File: config.mk
export PLATFORM = sky130hd
export DESIGN_NAME = regfile_sb
export DESIGN_NICKNAME = d
export VERILOG_FILES = /design/src/rtl/regfile_pkg.sv /design/src/rtl/regfile_sb_busy.sv /design/src/rtl/regfile_sb.sv
export SDC_FILE = /design/constraint.sdc
export NUM_CORES = 1
export LEC_CHECK = 0
export BUFFER_PORTS_ARGS = -buffer_cell sky130_fd_sc_hd__buf_2
export CELL_PAD_IN_SITES_DETAIL_PLACEMENT = 1
export CELL_PAD_IN_SITES_GLOBAL_PLACEMENT = 1
export CORE_AREA = 5 5 217 219
export CTS_CLUSTER_SIZE = 8
export DETAILED_ROUTE_END_ITERATION = 7
export DIE_AREA = 0 0 222 224
export PLACE_DENSITY = 0.74
export RECOVER_POWER = 100
export SYNTH_ARGS = -nofsm -noshare
export SYNTH_HDL_FRONTEND = slang
export SYNTH_SLANG_ARGS = --single-unit
File: constraint.sdc
create_clock -name clock -period 1.6 [get_ports clock]
set_input_delay 0.08 -clock clock [delete_from_list [all_inputs] [get_ports clock]]
set_output_delay 0.08 -clock clock [all_outputs]
set_load 0.005 [all_outputs]
File: src/rtl/regfile_pkg.sv
// Shared types and default sizes for the scoreboarded register file.
// Imported by regfile_sb and regfile_sb_busy.
package regfile_pkg;

    localparam int DATA_W_DEF = 20;
    localparam int ADDR_W_DEF = 4;
    localparam int DEPTH      = 2 ** ADDR_W_DEF;
    localparam int NREAD_DEF  = 2;

    typedef logic [DATA_W_DEF-1:0] word_t;
    typedef logic [ADDR_W_DEF-1:0] addr_t;

    // True when addr names the hardwired zero register of this build.
    function automatic bit is_zero_reg(input int addr, input int zero_reg);
        return (zero_reg != 0) && (addr == 0);
    endfunction

endpackage

File: src/rtl/regfile_sb_busy.sv
// Per-register pending-write bits with issue-over-writeback priority.
// Also reduces the vector to a single drain indicator.
module regfile_sb_busy
    import regfile_pkg::*;
#(
    parameter int ADDR_W   = ADDR_W_DEF,
    parameter int ZERO_REG = 0
) (
    input  logic                   clock,
    input  logic                   reset,
    input  logic                   issue_en,
    input  logic [ADDR_W-1:0]      issue_addr,
    input  logic                   wb_en,
    input  logic [ADDR_W-1:0]      wb_addr,
    output logic [2**ADDR_W-1:0]   busy,
    output logic                   any_busy
);

    localparam int N_REGS = 2 ** ADDR_W;

    always_ff @(posedge clock) begin
        if (reset) begin
            busy <= '0;
        end else begin
            for (int r = 0; r < N_REGS; r++) begin
                // A new producer wins over a retiring one on the same edge.
                if (is_zero_reg(r, ZERO_REG)) begin
                    busy[r] <= 1'b0;
                end else if (issue_en && (issue_addr == ADDR_W'(r))) begin
                    busy[r] <= 1'b1;
                end else if (wb_en && (wb_addr == ADDR_W'(r))) begin
                    busy[r] <= 1'b0;
                end
            end
        end
    end

    assign any_busy = |busy;

endmodule

File: src/rtl/regfile_sb.sv
// Parametrised register file with pending-write scoreboard.
// Define RF_BYPASS_EN to forward same-cycle writeback data to the read ports.
module regfile_sb
    import regfile_pkg::*;
#(
    parameter int DATA_W   = DATA_W_DEF,
    parameter int ADDR_W   = ADDR_W_DEF,
    parameter int NREAD    = NREAD_DEF,
    parameter int ZERO_REG = 0
) (
    input  logic                    clock,
    input  logic                    reset,
    input  logic [NREAD*ADDR_W-1:0] rd_addr,
    output logic [NREAD*DATA_W-1:0] rd_data,
    output logic [NREAD-1:0]        rd_busy,
    input  logic                    issue_en,
    input  logic [ADDR_W-1:0]       issue_addr,
    input  logic                    wb_en,
    input  logic [ADDR_W-1:0]       wb_addr,
    input  logic [DATA_W-1:0]       wb_data,
    output logic                    any_busy
);

    localparam int N_REGS = 2 ** ADDR_W;

    logic [DATA_W-1:0] mem [N_REGS];
    logic [N_REGS-1:0] busy;
    logic              wb_zero;
    logic              wr_en;

    assign wb_zero = (ZERO_REG != 0) && (wb_addr == '0);
    assign wr_en   = wb_en && !wb_zero;

    always_ff @(posedge clock) begin
        if (reset) begin
            for (int r = 0; r < N_REGS; r++) begin
                mem[r] <= '0;
            end
        end else if (wr_en) begin
            mem[wb_addr] <= wb_data;
        end
    end

    regfile_sb_busy #(
        .ADDR_W   (ADDR_W),
        .ZERO_REG (ZERO_REG)
    ) u_busy (
        .clock      (clock),
        .reset      (reset),
        .issue_en   (issue_en),
        .issue_addr (issue_addr),
        .wb_en      (wb_en),
        .wb_addr    (wb_addr),
        .busy       (busy),
        .any_busy   (any_busy)
    );

    for (genvar k = 0; k < NREAD; k++) begin : g_rd
        logic [ADDR_W-1:0] a;
        logic [DATA_W-1:0] d;
        logic              b;
        logic              z;

        assign a = rd_addr[k*ADDR_W +: ADDR_W];
        assign z = (ZERO_REG != 0) && (a == '0);

`ifdef RF_BYPASS_EN
        // Writeback in flight this cycle supersedes the stored word and busy bit.
        logic hit;
        assign hit = wr_en && (wb_addr == a);
        assign d   = z ? '0 : (hit ? wb_data : mem[a]);
        assign b   = !z && !hit && busy[a];
`else
        assign d = z ? '0 : mem[a];
        assign b = !z && busy[a];
`endif

        assign rd_data[k*DATA_W +: DATA_W] = d;
        assign rd_busy[k]                  = b;
    end

endmodule

# After elaboration in Yosys (flattened, before gate mapping)
# Memories as Yosys holds them, arrays and structs flattened.
# Index checks and enable logic that the tools add are counted.
[classes]
muxes = 44
n_eq_ne = 30
reduce_logical = 52
order_cmp = 2
[op_table]
columns = ["operator", "count"]
rows = [
  ["$eq A4 B4 Y1 const B", 16],
  ["$mux W1", 40],
  ["$eq A4 B3 Y1 const B", 8],
  ["$logic_and A1 B1 Y1", 32],
  ["$reduce_bool A2 Y1", 16],
  ["$mux W20", 1],
  ["$reduce_or A20 Y1", 1],
  ["$eq A4 B2 Y1 const B", 4],
  ["$reduce_or A16 Y1", 1],
  ["$lt A4 B5 Y1 const B", 2],
  ["$bmux W1 S4", 2],
  ["$eq A4 B1 Y1 const B", 2],
  ["$logic_not A4 Y1", 2],
  ["$mux W4", 1],
]
[totals]
wordCells = 145
out_inout_bits = 43
input_bits = 40
mem_bits_rw = 320
reg_bits = 16
n_memories = 1
[memory_table]
columns = ["memory", "words", "width", "rd", "rd_clocked_by_memory_dff", "wr", "line", "source"]
rows = [
  ["mem", 16, 20, 2, 0, 16, "regfile_sb.sv:26", "logic [DATA_W-1:0] mem [N_REGS];"],
]

# Depth between registers and ports, before layout
# Gate-level depths: netlist of run 1.
[logic_depth]
ltp_word = 5
mapped_depth = 6
mapped_depth_nobuf = 3

# Cells and area by module
# From an unflattened synthesis of run 1, not the netlist that was laid out.
[hier_totals]
cells_unflattened = 1160
area_unflattened_um2 = 17636.9
[modules_own_cells]
columns = ["mod", "instances", "cells_per_inst", "seq_area_each_um2", "area_each_um2"]
rows = [
  ["regfile_sb", 1, 1089, 9609.2, 16961.3],
  ["regfile_sb_busy", 1, 71, 320.3, 675.6],
]

# Worst setup path after synthesis of run 1
# Ideal clock, no wire load.
[synth_path]
path_type = "input to register"
from = "input port wb_addr[0]"
to = "memory mem[13][0] (netlist name) (enable)"
required_time_ps = 1224
path_slack_ps = 105
n_path_buf = 1
stages = 3
t_arrival_ps = 1118
setup_ps = 376
path_cell_list = "clkbuf_1 > nor2b_1 > a21o_1"
[synth_rtl]
columns = ["element", "line", "source"]
rows = [
  ["from (decl)", "regfile_sb.sv:19", "input logic [ADDR_W-1:0] wb_addr,"],
  ["to (decl)", "regfile_sb.sv:26", ""],
]

==> results of run 1 <==
==> per-layer routing <==
layer | wire length, microns | part of all wire | vias up
met4 | 1860 | 0.032 | 4
met5 | 22 | 0.00038 | -
met1 | 22600 | 0.39 | 6068
met2 | 29000 | 0.50 | 602
li1 | - | - | 4796
met3 | 4670 | 0.080 | 129
==> report_power, final <==
part / internal, mW / switching [mW]
Clock: 5.49 / 3.63
Sequential: 10.2 / 0.284
Combinational: 1.32 / 1.59
Total: 17.0 / 5.50
==> stage by stage <==
stage / setup slack, ns / utilization
finish: -0.542 / 0.469
global route: -0.600 / 0.469
CTS: -0.532 / 0.477
detailed placement: -0.227 / 0.441
global placement: -0.283 / 0.441
floorplan: 0.105 / -
==> cells in the final DEF, fill, tap and decap left out, types with 2 or more instances in the layout <==
master           n
a21o_1          10
a21oi_1          6
a22o_1           6
a22oi_1         39
a22oi_2         45
and2_0         187
and2_1         136
and3_1           2
and3b_1          3
buf_12          26
buf_2           68
buf_4           39
buf_6            7
clkbuf_1        56
clkbuf_16       49
clkbuf_2        17
clkbuf_4         3
dfxtp_1          4
dfxtp_2         12
dlygate4sd3_1    5
edfxtp_1       320
inv_1           17
mux4_2         168
nand2_1         43
nand2_2          8
nand2_4          2
nand2b_1         2
nand4bb_1        2
nor2_1          14
nor2_2           2
nor2b_1          2
nor2b_2          4
nor3_1           5
nor3b_1          4
nor4_2           2
nor4_4           2
o21ai_0          9
==> area by class of cell <==
cell class,count,share of cell area
clock buffers,67,0.0615
flip-flops and latches,336,0.472
multi-input cells,708,0.354
well taps,600,0.0357
diodes,1,0.000119
inverters,17,0.00303
repair buffers,204,0.0734
==> sequential cells by signal, indices dropped and copies added (netlist names) <==
register,count
mem,320
u_busy.busy,16
==> repair_timing <==
item / 4_1_cts / 5_1_grt
hold buffers: 5 / 0
resized for setup: 65 / 15
buffers inserted: 1 / 0
pin swaps: 40 / 7
endpoints found under the hold margin: 14 / 0
endpoints found under the setup margin: 43 / 43
==> final timing paths <==
check / slack, ns / to
worst max-delay path: -0.54 / rd_data[39]
worst min-delay path: 0.04 / u_busy.busy[1]
worst max register to register: 0.39 / u_busy.busy[13]
worst min register to register: 0.50 / u_busy.busy[7]
==> worst max-delay path, cell delays in order, from the launching register on <==
cell and delay [ns]:
edfxtp_1 0.39, mux4_2 0.47, a22oi_1 0.33, nand2_1 0.17
buf_2 0.16
==> cell families after synthesis <==
| family | count (synthesis) |
|---|---|
| compound gates | 116 |
| buf+inv | 127 |
| flops | 336 |
| mux | 168 |
| simple gates | 424 |
==> metrics.yaml, run 1 <==
status: "finished, violations left"
violations: "negative setup slack"
synth_area_sq_um: 17700
syn_area_per_cell_sq_um: 15.1
synthCells: 1171
die_h_microns: 224
yosys.area.top_type: "edfxtp_1"
finalHoldViolCount: 0
core_sq_um: 44900
reg2reg_depth: 3
hold_start: "issue_en"
synthXorXnorAreaFrac: 0
antenna_found_initial: 3
via_count: 11600
ys_warn_count: 0
final_nets: 1354
synth_edf_count: 320
clockBufferDepth: 3
maxSlewViolCount: 0
gr-total-overflow: 0
synth_top_flop_cell: "edfxtp_1"
grt.total_usage: 0.231
ys_top_cells_by_area: "edfxtp_1, mux4_2, and2_1, a22oi_1, dfxtp_1"
layout.cells.non_filler: 1933
first_pass_iters: 5
use_met3: 0.0443
power_density_nw_per_um2: 1070
crit_start: "mem[0][19]"
met1_usage: 0.302
irDropWorstVdd_mv: 0.638
reg2reg_from: "u_busy.busy[13]"
ys_seq_elements: 336
finalSetupTns_ns: -17.86
place_area_sq_um: 19800
crit_required_ns: 1.52
cp_data_arrival_time_ns: 2.06
regArea_sq_um: 9940
whs_ns: 0.0400
cp_max_fo: 2
async_flop_share: 0
fillers: 4437
maxCapViolations: 0
drtIter0Drc: 1273
fp.dieArea_sq_um: 49700
die_width_microns: 222
startpoint_type: "flop"
htreeDepth: 2
ys_seq_area_frac: 0.562
rsz0062_at_grt: "yes"
final-setup-viol-count: 44
detail_route.wl_per_cell_microns: 30.0
dp.cells: 1862
period_share: 1.34
grt_pass1_vias: 12700
busiest_layer: "met2"
synth_top_family_by_area: "multiplexers"
cts_made_buffers: 47
endpoint_kind: "output pin"
io_buffer_count: 82
tightest_slew_ns: 1.16
syn-num-nets: 1211
drcViolationCount: 0
synthDistinctLibCells: 31
yosysMostFrequentCell: "and2_1"
place.gp.congestion: 0.886
stdcell_area_sq_um: 21000
io_pins: 83
total_leakage_power_nw: 7.25
dp_hpwl_microns: 38300
synthAdderAreaFrac: 0
finClkSkew_ns: 0
fin_ws_ns: -0.542
syn_to_final_growth_pct: 19.2
cts_tree: "done"
synthMuxAreaShare: 0.214
max_freq_mhz: 467
clock_latency_ns: 0.55
clkTransAtPathRegs_ns: 0.05
viasPerCell: 6.00
drive_above_1_share: 0.341
initial_core_util: 0.393
drt-total-wl_microns: 58100
ctsRootBufferMaster: "clkbuf_16"
slew-limit-headroom: 0.221
synthSimpleGateAreaFrac: 0.142
multi_input_area_sq_um: 7450
synth_compound_area_frac: 0.0477
hp-class: "input port to flop"
power_mw: 22.5
hold_path_depth: 4
fin_crit_ns: 2.14
grt_max_degree: 29
critPathKind: "flop to output pin"
yosysTopAreaCellShare: 0.544
ant_nets: 0
grt_pass1_wl_microns: 85700
cts_sinks: 336
use_met2: 0.392
synth_commonest_cells: "and2_1, edfxtp_1, mux4_2"
rows: 78
No activity file was read; power rests on OpenSTA's default activity.
==> run 2: changes to the inputs <==
BUFFER_PORTS_ARGS = -buffer_cell sky130_fd_sc_hd__buf_4   (was -buffer_cell sky130_fd_sc_hd__buf_2)
==> metrics.yaml, run 2 (synthesis results as in run 1) <==
status: "finished, violations left"
violations: "negative setup slack"
reg2reg_from: "u_busy.busy[13]"
endpoint_kind: "output pin"
viasPerCell: 6.04  # +0.58%
hold_path_depth: 4  # unchanged
critPathKind: "flop to output pin"
fin_ws_ns: -0.522  # +0.0192 ns
reg2reg_depth: 3  # unchanged
dp.cells: 1874  # +0.64%
power_density_nw_per_um2: 1040  # -2.4%
fp.dieArea_sq_um: 49700  # unchanged
rrSetupSlack_ns: 0.40  # about the same
top_regs: "mem (320), u_busy.busy (16)"
p_int_mw: 17.0  # +0.35%
drtIter0Drc: 1208  # -5.1%
post-route-util: 0.484  # +0.0155
die_h_microns: 224  # unchanged
final_nets: 1389  # +2.6%
finClkSkew_ns: 0  # unchanged
final_common_cell: "edfxtp_1"
crit_required_ns: 1.52  # about the same
finalSetupTns_ns: -17.70  # +0.164 ns
mostFrequentLayoutCells: "edfxtp_1, and2_0, mux4_2"
grt.total_usage: 0.236  # +0.00481
clock_latency_ns: 0.55  # about the same
rows: 78  # unchanged
core_sq_um: 44900  # unchanged
detail_route.wl_per_cell_microns: 30.4  # +1.4%
p_seq_frac: 0.461  # -0.004
drt-total-wl_microns: 59900  # +3.2%
maxCapViolations: 0  # unchanged
rsz0062_at_grt: "yes"
io_buffer_count: 82  # unchanged
drive_above_1_share: 0.365  # +0.0247
cts_tree: "done"
final-setup-viol-count: 43  # -2.3%
antenna_found_initial: 2  # -1
max_freq_mhz: 471  # +0.91%
critical_path.top_delay_family: "multiplexers"
initial_core_util: 0.393  # unchanged
startpoint_type: "flop"
pwr-share-clk: 0.397  # -0.008
slew-limit-headroom: 0.351  # +0.130
drcViolationCount: 0  # unchanged
total_leakage_power_nw: 7.52  # +3.6%
power_frac_comb: 0.142  # +0.012
crit_start: "mem[11][2]"
ant_nets: 0  # unchanged
crit_slowest_cell: "mux4_2"
critPathMaxStageDelay_ns: 0.50  # +0.03 ns
place.gp.congestion: 0.857  # -3.3%
first_pass_iters: 5  # unchanged
irDropWorstVdd_mv: 0.613  # -3.9%
layout.cells.non_filler: 1969  # +1.9%
cp_data_arrival_time_ns: 2.04  # -0.02 ns
io_pins: 83  # unchanged
path_cells: "mux4_2 > a22oi_2 > nand2_1 > buf_4"
grt_max_degree: 35  # +21%
grt_pass1_vias: 12900  # +1.4%
via_count: 11900  # +2.5%
grt_pass1_wl_microns: 87100  # +1.6%
largest_register_ffs: 320  # unchanged
ctsRootBufferMaster: "clkbuf_16"
power.switching_mw: 5.62  # +2.3%
syn_to_final_growth_pct: 23.2
period_share: 1.33  # -0.0120
die_width_microns: 222  # unchanged
fin_crit_ns: 2.12  # -0.0192 ns
clkTransAtPathRegs_ns: 0.05  # about the same
fillers: 4381  # -1.3%
cts_sinks: 336  # unchanged
maxSlewViolCount: 0  # unchanged
tightest_slew_ns: 0.973  # -0.189 ns
gr-total-overflow: 0  # unchanged
clockBufferDepth: 3  # unchanged
hp-class: "input port to flop"
finalHoldViolCount: 0  # unchanged
path_depth: 4  # unchanged
dp_hpwl_microns: 38900  # +1.6%
cp_max_fo: 2  # unchanged
regMostFlops: "mem"
htreeDepth: 2  # unchanged
hold_start: "issue_en"
cts_made_buffers: 47  # unchanged
swShare: 0.248  # +0.00352
cp.buffers_inverters: 1  # unchanged
[run 2: tightest hold or removal path, cell delays in order]
cell and delay [ns]:
buf_4 0.12, nand2_1 0.08, nor2_1 0.09, a22o_1 0.18
[run 2: through the flow]
stage / worst slack (ns) / cell area (sq um) / hold slack (ns) / power (mW)
3_5_place_dp: -0.347 / 20100 / 0.326 / 13.5
4_1_cts: -0.537 / 22100 / 0.0200 / 22.7
3_3_place_gp: -0.298 / 20100 / 0.317 / 13.4
5_1_grt: -0.602 / 21700 / 0.0616 / 23.3
6_report: -0.522 / 21700 / 0.0436 / 22.7
2_1_floorplan: 0.105 / 17700 / 0.198 / 12.0
[run 2: what timing repair did]
action	4_1_cts	5_1_grt
endpoints found under the hold margin	330	0
pin swaps	70	10
buffers inserted	1	0
endpoints found under the setup margin	43	43
resized for setup	120	29
hold buffers	26	0
[run 2: metal layers]
metal,routed length (microns),vias to the layer above,global-route usage,part of all wire
li1,-,4863,-,-
met1,22800,6284,0.299,0.38
met2,30100,584,0.405,0.50
met3,4890,149,0.0515,0.082
met4,2080,4,0.0827,0.035
met5,25,-,0,0.00042
[run 2: final cells by class]
class	instances	area [sq um]	area share
Tap cell	600	751	0.0345
Clock inverter	3	26.3	0.00121
Inverter	17	63.8	0.00293
Timing Repair Buffer	239	2110	0.0972
Clock buffer	65	1240	0.0572
Multi-Input combinational cell	708	7600	0.349
Antenna cell	1	2.50	0.000115
Sequential cell	336	9950	0.457
[run 2: final timing paths]
path / endpoint
min: u_busy.busy[5]
min reg2reg: u_busy.busy[7]
max: rd_data[2]
max reg2reg: u_busy.busy[13]
[run 2: power by group through the flow]
stage	sequential [mW]	combinational [mW]	clock, mW
finish	10.5	3.23	8.99
CTS	10.4	3.26	9.05
global route	10.5	3.35	9.47
detailed placement	10.6	2.95	0
floorplan	10.5	1.54	0
global placement	10.5	2.91	0
